## src/rtl/p1v_pin_bank.sv

```systemverilog
// Pad-side I/O bank for the p1v core: registered pad outputs, synchronised and
// optionally glitch-filtered inputs with edge flags, external reset conditioner, LED drive.
module p1v_pin_bank #(
    parameter int PINS           = 32,
    parameter int SYNC_STAGES    = 2,
    parameter int FILT_LEN       = 16,
    parameter int RST_HOLD       = 1024,
    parameter int LEDS           = 8,
    parameter int LED_ACTIVE_LOW = 1
) (
    input  logic            clock_160,
    input  logic            inp_resn,
    input  logic [PINS-1:0] pad_in,
    output logic [PINS-1:0] pad_out,
    output logic [PINS-1:0] pad_oe,
    input  logic [PINS-1:0] pin_out,
    input  logic [PINS-1:0] pin_dir,
    input  logic [PINS-1:0] filt_en,
    output logic [PINS-1:0] pin_in,
    output logic [PINS-1:0] pin_rise,
    output logic [PINS-1:0] pin_fall,
    input  logic            ext_resn,
    output logic            core_resn,
    input  logic [LEDS-1:0] cogled,
    output logic [LEDS-1:0] led
);

    localparam int   CW      = $clog2(FILT_LEN);
    localparam int   HW      = (RST_HOLD > 1) ? $clog2(RST_HOLD) : 1;
    localparam logic LED_POL = (LED_ACTIVE_LOW != 0);

    typedef enum logic {HOLD, RUN} rst_state_t;

    logic [PINS-1:0] sync_p [SYNC_STAGES];
    logic [PINS-1:0] s_p1;
    logic [CW-1:0]   cnt_q  [PINS];
    logic [1:0]      rsync_q;
    logic            r_p1;
    rst_state_t      state_q, state_d;
    logic [HW-1:0]   hcnt_q, hcnt_d;

    // Output stage: pads follow the core one edge later
    always_ff @(posedge clock_160 or negedge inp_resn) begin
        if (!inp_resn) begin
            pad_out <= '0;
            pad_oe  <= '0;
        end else begin
            pad_out <= pin_out;
            pad_oe  <= pin_dir;
        end
    end

    // Input synchroniser: pads are read regardless of direction
    always_ff @(posedge clock_160 or negedge inp_resn) begin
        if (!inp_resn) begin
            for (int k = 0; k < SYNC_STAGES; k++) sync_p[k] <= '0;
        end else begin
            sync_p[0] <= pad_in;
            for (int k = 1; k < SYNC_STAGES; k++) sync_p[k] <= sync_p[k-1];
        end
    end

    assign s_p1 = sync_p[SYNC_STAGES-1];

    // Filter stage: any cycle where s agrees with pin_in discards a partial count
    always_ff @(posedge clock_160 or negedge inp_resn) begin
        if (!inp_resn) begin
            for (int i = 0; i < PINS; i++) cnt_q[i] <= '0;
            pin_in   <= '0;
            pin_rise <= '0;
            pin_fall <= '0;
        end else begin
            for (int i = 0; i < PINS; i++) begin
                pin_rise[i] <= 1'b0;
                pin_fall[i] <= 1'b0;
                if (s_p1[i] == pin_in[i]) begin
                    cnt_q[i] <= '0;
                end else if (!filt_en[i] || cnt_q[i] == CW'(FILT_LEN - 1)) begin
                    pin_in[i]   <= s_p1[i];
                    pin_rise[i] <= s_p1[i];
                    pin_fall[i] <= ~s_p1[i];
                    cnt_q[i]    <= '0;
                end else begin
                    cnt_q[i] <= cnt_q[i] + CW'(1);
                end
            end
        end
    end

    // Reset conditioner: synchronise, then require RST_HOLD clean cycles
    always_ff @(posedge clock_160 or negedge inp_resn) begin
        if (!inp_resn) begin
            rsync_q <= '0;
            state_q <= HOLD;
            hcnt_q  <= '0;
        end else begin
            rsync_q <= {rsync_q[0], ext_resn};
            state_q <= state_d;
            hcnt_q  <= hcnt_d;
        end
    end

    assign r_p1 = rsync_q[1];

    always_comb begin
        state_d = state_q;
        hcnt_d  = hcnt_q;
        case (state_q)
            HOLD: begin
                if (!r_p1) begin
                    hcnt_d = '0;
                end else if (hcnt_q == HW'(RST_HOLD - 1)) begin
                    state_d = RUN;
                    hcnt_d  = '0;
                end else begin
                    hcnt_d = hcnt_q + HW'(1);
                end
            end
            RUN: begin
                if (!r_p1) begin
                    state_d = HOLD;
                    hcnt_d  = '0;
                end
            end
            default: begin
                state_d = HOLD;
                hcnt_d  = '0;
            end
        endcase
    end

    assign core_resn = (state_q == RUN);

    always_ff @(posedge clock_160 or negedge inp_resn) begin
        if (!inp_resn) led <= {LEDS{LED_POL}};
        else           led <= cogled ^ {LEDS{LED_POL}};
    end

endmodule
```

## config.mk

```make
export PLATFORM = sky130hd
export DESIGN_NAME = p1v_pin_bank
export DESIGN_NICKNAME = d
export VERILOG_FILES = /design/src/rtl/p1v_pin_bank.sv
export SDC_FILE = /design/constraint.sdc
export NUM_CORES = 1
export LEC_CHECK = 0
export CAP_MARGIN = 20
export CORE_UTILIZATION = 53
export DETAILED_ROUTE_END_ITERATION = 12
export PLACE_DENSITY = 0.95
export SYNTH_ARGS = -nofsm -noshare
export SYNTH_HDL_FRONTEND = slang
export SYNTH_SLANG_ARGS = --single-unit
```

## constraint.sdc

```tcl
create_clock -name clock_160 -period 3.7 [get_ports clock_160]
set_input_delay 0.37 -clock clock_160 [delete_from_list [all_inputs] [get_ports clock_160]]
set_output_delay 0.37 -clock clock_160 [all_outputs]
set_load 0.005 [all_outputs]
```

==> impl_metrics.py, run 1 <==
metrics = {
    "status": {
        "status": "complete, but fails checks",
        "violations": "hold timing",
    },
    "worst_setup_path": {
        "crit_required_ns": 3.33,
        "r2r_end": "pin_in[25]",
        "crit_start": "core_resn",
        "worst_path_max_delay_cell": "clkdlybuf4s50_1",
        "cp-start-kind": "flip-flop",
        "max_stage_delay_ns": 0.61,
        "cp_max_fo": 13,
        "r2r_setup_slack_ns": 2.06,
        "reg2reg_depth": 3,
        "cp_cell_sequence": "clkdlybuf4s50_1",
        "cp_num_cells": 1,
        "rr_startpoint": "cnt_q[24]",
        "cp_top_family": "buffers and inverters",
        "critPathKind": "flip-flop to output pin",
        "setup.worst_path.end_class": "output pin",
        "path_buf_inv": 1,
        "cp.arrival_ns": 1.68,
    },
    "clock_network": {
        "clock_sinks": 373,
        "clk_path_buf_depth": 3,
        "holdBufCountCts": 0,
        "htreeDepth": 2,
        "clk_pin_slew_ns": 0.06,
        "cts_buffers": 37,
        "cts_tree": "built",
        "cts-root-buf": "clkbuf_16",
        "insertion_delay_ns": 0.51,
        "post_cts_buffers": 0,
        "cts_resized": 0,
    },
    "worst_hold_path": {
        "min_path_type": "input pin to asynchronous set/reset pin",
    },
    "synthesis": {
        "ys.flop_type": "dfrtp_1",
        "postSynthCellCount": 911,
        "synth_fp_nets": 1083,
        "syn_area_um2": 13000,
        "ys_warn_count": 0,
        "synth_async_sr_flop_share_pct": 100,
        "ys_ff_latch": 373,
        "synth-simple-area-share_pct": 11.7,
        "synthAdderAreaFrac_pct": 3.18,
        "synth_top_family_by_area": "simple AND/OR/NAND/NOR gates",
        "synthDistinctLibCells": 36,
        "syn_area_per_cell_um2": 14.2,
        "synth_compound_area_share_pct": 2.42,
        "synth-xor-area-share_pct": 6.62,
        "muxShareOfSynthArea_pct": 2.78,
        "synth_edf_count": 0,
        "yosysSeqAreaShare_pct": 72.0,
    },
    "global_route": {
        "grt_pass1_wl_um": 47800,
        "grt_usage_pct": 24.8,
        "overflow": 0,
        "grt_pass1_vias": 9240,
        "grt_max_degree": 125,
        "antenna_found_initial": 3,
    },
    "floorplan": {
        "row_count": 56,
        "die_w_um": 158,
        "start_util_pct": 54.6,
        "core_um2": 23800,
        "die_h_um": 158,
        "pin_count": 308,
        "dieArea_um2": 25100,
    },
    "timing": {
        "finalSetupTns_ns": 0,
        "fin_ws_ns": 1.65,
        "hold_violations": 37,
        "finalMaxSlewViolations": 0,
        "setup_violations": 0,
        "min_period_over_period_pct": 55.4,
        "max_freq_ghz": 0.488,
        "tightest_slew_ns": 0.972,
        "rsz0062_at_grt": "no",
        "holdWs_ns": -0.0809,
        "fin_skew_ns": 0.00974,
        "slew_headroom_pct": 35.2,
        "min_period_ns": 2.05,
    },
    "placement": {
        "pre_cts_ws_ns": 1.93,
        "io_buffers": 307,
        "place_hpwl_um": 19700,
        "gp_congestion": 0.768,
    },
    "detailed_routing": {
        "wl_um": 30000,
        "vias_per_cell": 5.14,
        "wl_per_cell_um": 18.6,
        "num_vias": 8293,
        "dr.pass1.iters": 4,
        "drc_errors": 0,
        "drt-initial-drc-count": 355,
        "ant_nets": 0,
    },
    "flow_run": {
        "cap_violations": 0,
    },
    "cells_and_area": {
        "drive_gt1_share_pct": 8.75,
        "fillerInstances": 1348,
        "area_growth_pct": 37.2,
        "finalNetCount": 1435,
    },
    "power_and_ir_drop": {
        "power.leakage_nw": 8.20,
        "p_per_area_nw_per_um2": 508,
        "ir_drop_mv": 0.375,
    },
}
-- area by class of cell --
| type | instances | area, um2 | area share (%) |
|---|---|---|---|
| Sequential cell | 373 | 9340 | 52.5 |
| Multi-Input combinational cell | 494 | 3460 | 19.5 |
| Timing Repair Buffer | 315 | 3180 | 17.8 |
| Clock buffer | 56 | 1110 | 6.24 |
| Tap cell | 319 | 399 | 2.24 |
| Inverter | 42 | 158 | 0.886 |
| Clock inverter | 12 | 141 | 0.794 |
| Antenna cell | 2 | 5.00 | 0.0281 |
-- per-stage QoR --
stage	instances	total power (W)	area (um2)	util, %	hold slack (ns)
floorplan	911	0.00473	13000	-	0.0744
detailed placement	1543	0.00531	16500	69.6	0.335
CTS	1611	0.00913	17800	74.9	0.00699
global route	1612	0.00938	17800	74.9	0.0127
finish	1613	0.00905	17800	74.9	-0.0809
global placement	1543	0.00525	16500	69.6	0.332
-- synthesized netlist by cell type (8+ instances only) --
master	instances	area (um2)
and3_1	32	200
nor3b_1	64	480
xnor2_1	33	289
xor2_1	65	569
dfstp_2	8	210
nand2_1	36	135
dfrtp_1	365	9130
ha_1	33	413
nand3_1	37	185
nor2_1	98	368
mux2_2	32	360
a31oi_1	34	213
inv_1	42	158
-- flip-flops by register name, indices dropped and copies added, names as in the netlist --
signal     flops
pin_rise      32
s_p1          32
pin_in        32
led            8
cnt_q        128
core_resn      1
sync_p        32
pad_out       32
pad_oe        32
hcnt_q        10
rsync_q        2
pin_fall      32
-- metal layers --
layer	GRT usage, %	vias to the layer above	wire length [um]
met5	0	-	13
met4	11.2	2	1190
met3	7.49	85	2300
met2	45.4	311	15900
met1	26.2	4136	10600
li1	-	3759	-
-- where the power goes --
part           switching (W)  leakage [nW]  internal [W]
sequential          0.000166          4.74       0.00430
clock                0.00150         0.617       0.00229
combinational       0.000333          2.85      0.000461
total                0.00200          8.20       0.00705
-- cell families after synthesis --
kind of cell    count (synthesis)
simple gates                  284
flops                         373
fa+ha+maj                      33
xor+xnor                       98
mux                            32
compound gates                 47
buf+inv                        44
-- cell usage in the layout, fill, tap and decap left out, drive strengths merged, types with 3 or more instances in the layout --
master         netlist  final
a21boi               5      5
a31oi               34     34
and2                 3      3
and3                34     34
buf                  1      9
bufinv               0      3
clkbuf               1     56
clkdlybuf4s50        0    306
clkinv               0      7
dfrtp              365    365
dfstp                8      8
ha                  33     33
inv                 42     43
mux2                32     32
nand2               36     36
nand3               37     37
nor2                98     98
nor3b               64     64
o21ai                3      3
or3                  3      3
xnor2               33     33
xor2                65     65
-- worst max-delay path by stage --
stage,end,slack (ns)
6_report,core_resn,1.65
2_1_floorplan,hcnt_q[0],2.30
5_1_grt,core_resn,1.57
3_5_place_dp,pin_in[9],1.93
3_3_place_gp,pin_in[10],1.98
4_1_cts,core_resn,1.63
(Power assumes the default switching activity.)
==> run 2: changes to the inputs <==
- CORE_UTILIZATION: 53 -> 49
- PLACE_DENSITY: 0.95 -> 0.9
- clock period: 3.7 -> 2 ns (I/O delays scaled with it)
==> impl_metrics.py, run 2 (synthesis results as in run 1) <==
metrics = {
    "status": {
        "status": "finished clean",
    },
    "power_and_ir_drop": {
        "combPwrFrac_pct": 8.6,
        "p_sw_w": 0.00371,
        "seq_power_share_pct": 48.1,
        "ir_drop_mv": 0.850,
        "p_per_area_nw_per_um2": 948,
        "internal-power_w": 0.0134,
        "netSwitchingFraction_pct": 21.7,
        "clock_power_share_pct": 43.2,
        "power.leakage_nw": 8.33,
    },
    "cells_and_area": {
        "largest_reg_flops": 128,
        "multi_input_area_um2": 3460,
        "post-route-util_pct": 69.5,
        "largest_register": "cnt_q",
        "drive_gt1_share_pct": 10.3,
        "final_cell_mix": "365 x dfrtp_1, 306 x clkdlybuf4s50_1, 98 x nor2_1, 65 x xor2_1, 64 x nor3b_1",
        "area_growth_pct": 39.2,
        "regArea_um2": 9340,
        "layout.cells.non_filler": 1649,
        "finalNetCount": 1454,
        "fillerInstances": 1638,
        "final_common_cell": "dfrtp_1",
    },
    "detailed_routing": {
        "drt-initial-drc-count": 451,
        "ant_nets": 0,
        "num_vias": 8322,
        "vias_per_cell": 5.05,
        "dr.pass1.iters": 4,
        "wl_um": 28600,
        "drc_errors": 0,
        "wl_per_cell_um": 17.4,
    },
    "worst_setup_path": {
        "cp_num_cells": 1,
        "r2r_end": "pin_in[4]",
        "crit_start": "core_resn",
        "worst_path_max_delay_cell": "clkdlybuf4s50_1",
        "cp-start-kind": "flip-flop",
        "setup.worst_path.end_class": "output pin",
        "crit_required_ns": 1.80,
        "cp_cell_sequence": "clkdlybuf4s50_1",
        "path_buf_inv": 1,
        "cp_top_family": "buffers and inverters",
        "r2r_setup_slack_ns": 0.39,
        "cp.arrival_ns": 1.66,
        "rr_startpoint": "cnt_q[108]",
        "reg2reg_depth": 3,
        "crit_end": "core_resn",
        "cp_max_fo": 13,
        "critPathKind": "flip-flop to output pin",
        "max_stage_delay_ns": 0.59,
    },
    "placement": {
        "place_inst": 1576,
        "io_buffers": 307,
        "gp_congestion": 0.831,
        "place_hpwl_um": 19500,
    },
    "clock_network": {
        "post_cts_buffers": 0,
        "holdBufCountCts": 1,
        "clk_pin_slew_ns": 0.07,
        "cts-root-buf": "clkbuf_16",
        "htreeDepth": 2,
        "insertion_delay_ns": 0.51,
        "cts_resized": 0,
        "clock_sinks": 373,
        "cts_tree": "built",
        "cts_buffers": 38,
        "clk_path_buf_depth": 3,
    },
    "timing": {
        "slew_headroom_pct": 63.6,
        "tightest_slew_ns": 0.544,
        "fin_skew_ns": 0.00888,
        "min_period_over_period_pct": 93.2,
        "finalSetupTns_ns": 0,
        "setup_violations": 0,
        "min_period_ns": 1.86,
        "max_freq_ghz": 0.537,
        "rsz0062_at_grt": "no",
        "hold_violations": 0,
        "finalMaxSlewViolations": 0,
    },
    "flow_run": {
        "cap_violations": 0,
    },
    "global_route": {
        "grt_max_degree": 67,
        "grt_pass1_wl_um": 45300,
        "antenna_found_initial": 0,
        "grt_usage_pct": 21.5,
        "overflow": 0,
        "grt_pass1_vias": 9043,
    },
    "floorplan": {
        "core_um2": 26000,
        "row_count": 59,
        "die_h_um": 165,
        "dieArea_um2": 27100,
        "die_w_um": 165,
        "pin_count": 308,
        "start_util_pct": 49.9,
    },
    "worst_hold_path": {
        "min_path_type": "input pin to flip-flop",
    },
}
[run 2: cell count changes in the layout (fill, tap and decap cells not counted), sizes merged]
cell         before  now
buf               9   26
dlygate4sd3       0    1
inv              43   42
clkinv            7    6
clkinvlp          1    3
bufinv            3    4
clkbuf           56   57
[run 2: how the worst min path moves through the flow]
stage,slack [ns],to,cells past startpoint,from
6_report,0.13,pad_oe[3],1,pin_dir[3]
3_3_place_gp,0.13,pad_out[17],1,inp_resn
3_5_place_dp,0.13,pad_out[27],1,inp_resn
4_1_cts,0.10,pad_oe[26],1,pin_dir[26]
2_1_floorplan,-0.1,cnt_q[0],0,inp_resn
5_1_grt,0.11,pad_oe[12],1,pin_dir[12]
[run 2: per-layer routing]
metal	GRT usage (%)	part of all wire, %	vias to the layer above
li1	-	-	3806
met1	24.1	37	4174
met2	38.8	52	281
met3	5.88	7.9	61
met4	7.88	2.7	0
met5	0	0	-
[run 2: stage by stage]
step	power [W]	hold slack [ns]	worst slack, ns	instance area (um2)
floorplan	0.00876	-0.0956	0.596	13000
CTS	0.0173	0.101	0.119	18100
finish	0.0171	0.125	0.137	18100
detailed placement	0.00984	0.135	0.400	16700
global placement	0.00976	0.135	0.471	16700
global route	0.0178	0.109	0.0370	18100
[run 2: power by group through the flow]
stage / clock network, W / registers, W / logic, W
after global placement: 0 / 0.00834 / 0.00142
after global routing: 0.00787 / 0.00829 / 0.00163
final: 0.00740 / 0.00824 / 0.00148
after detailed placement: 0 / 0.00837 / 0.00147
after CTS: 0.00757 / 0.00824 / 0.00150
after floorplan: 0 / 0.00833 / 0.000428
[run 2: area by class of cell]
class	instances	area share, %
Timing Repair Buffer	333	18.4
Clock inverter	13	0.956
Clock buffer	57	6.51
Sequential cell	373	51.7
Tap cell	335	2.32
Antenna cell	2	0.0277
Multi-Input combinational cell	494	19.2
Inverter	42	0.873
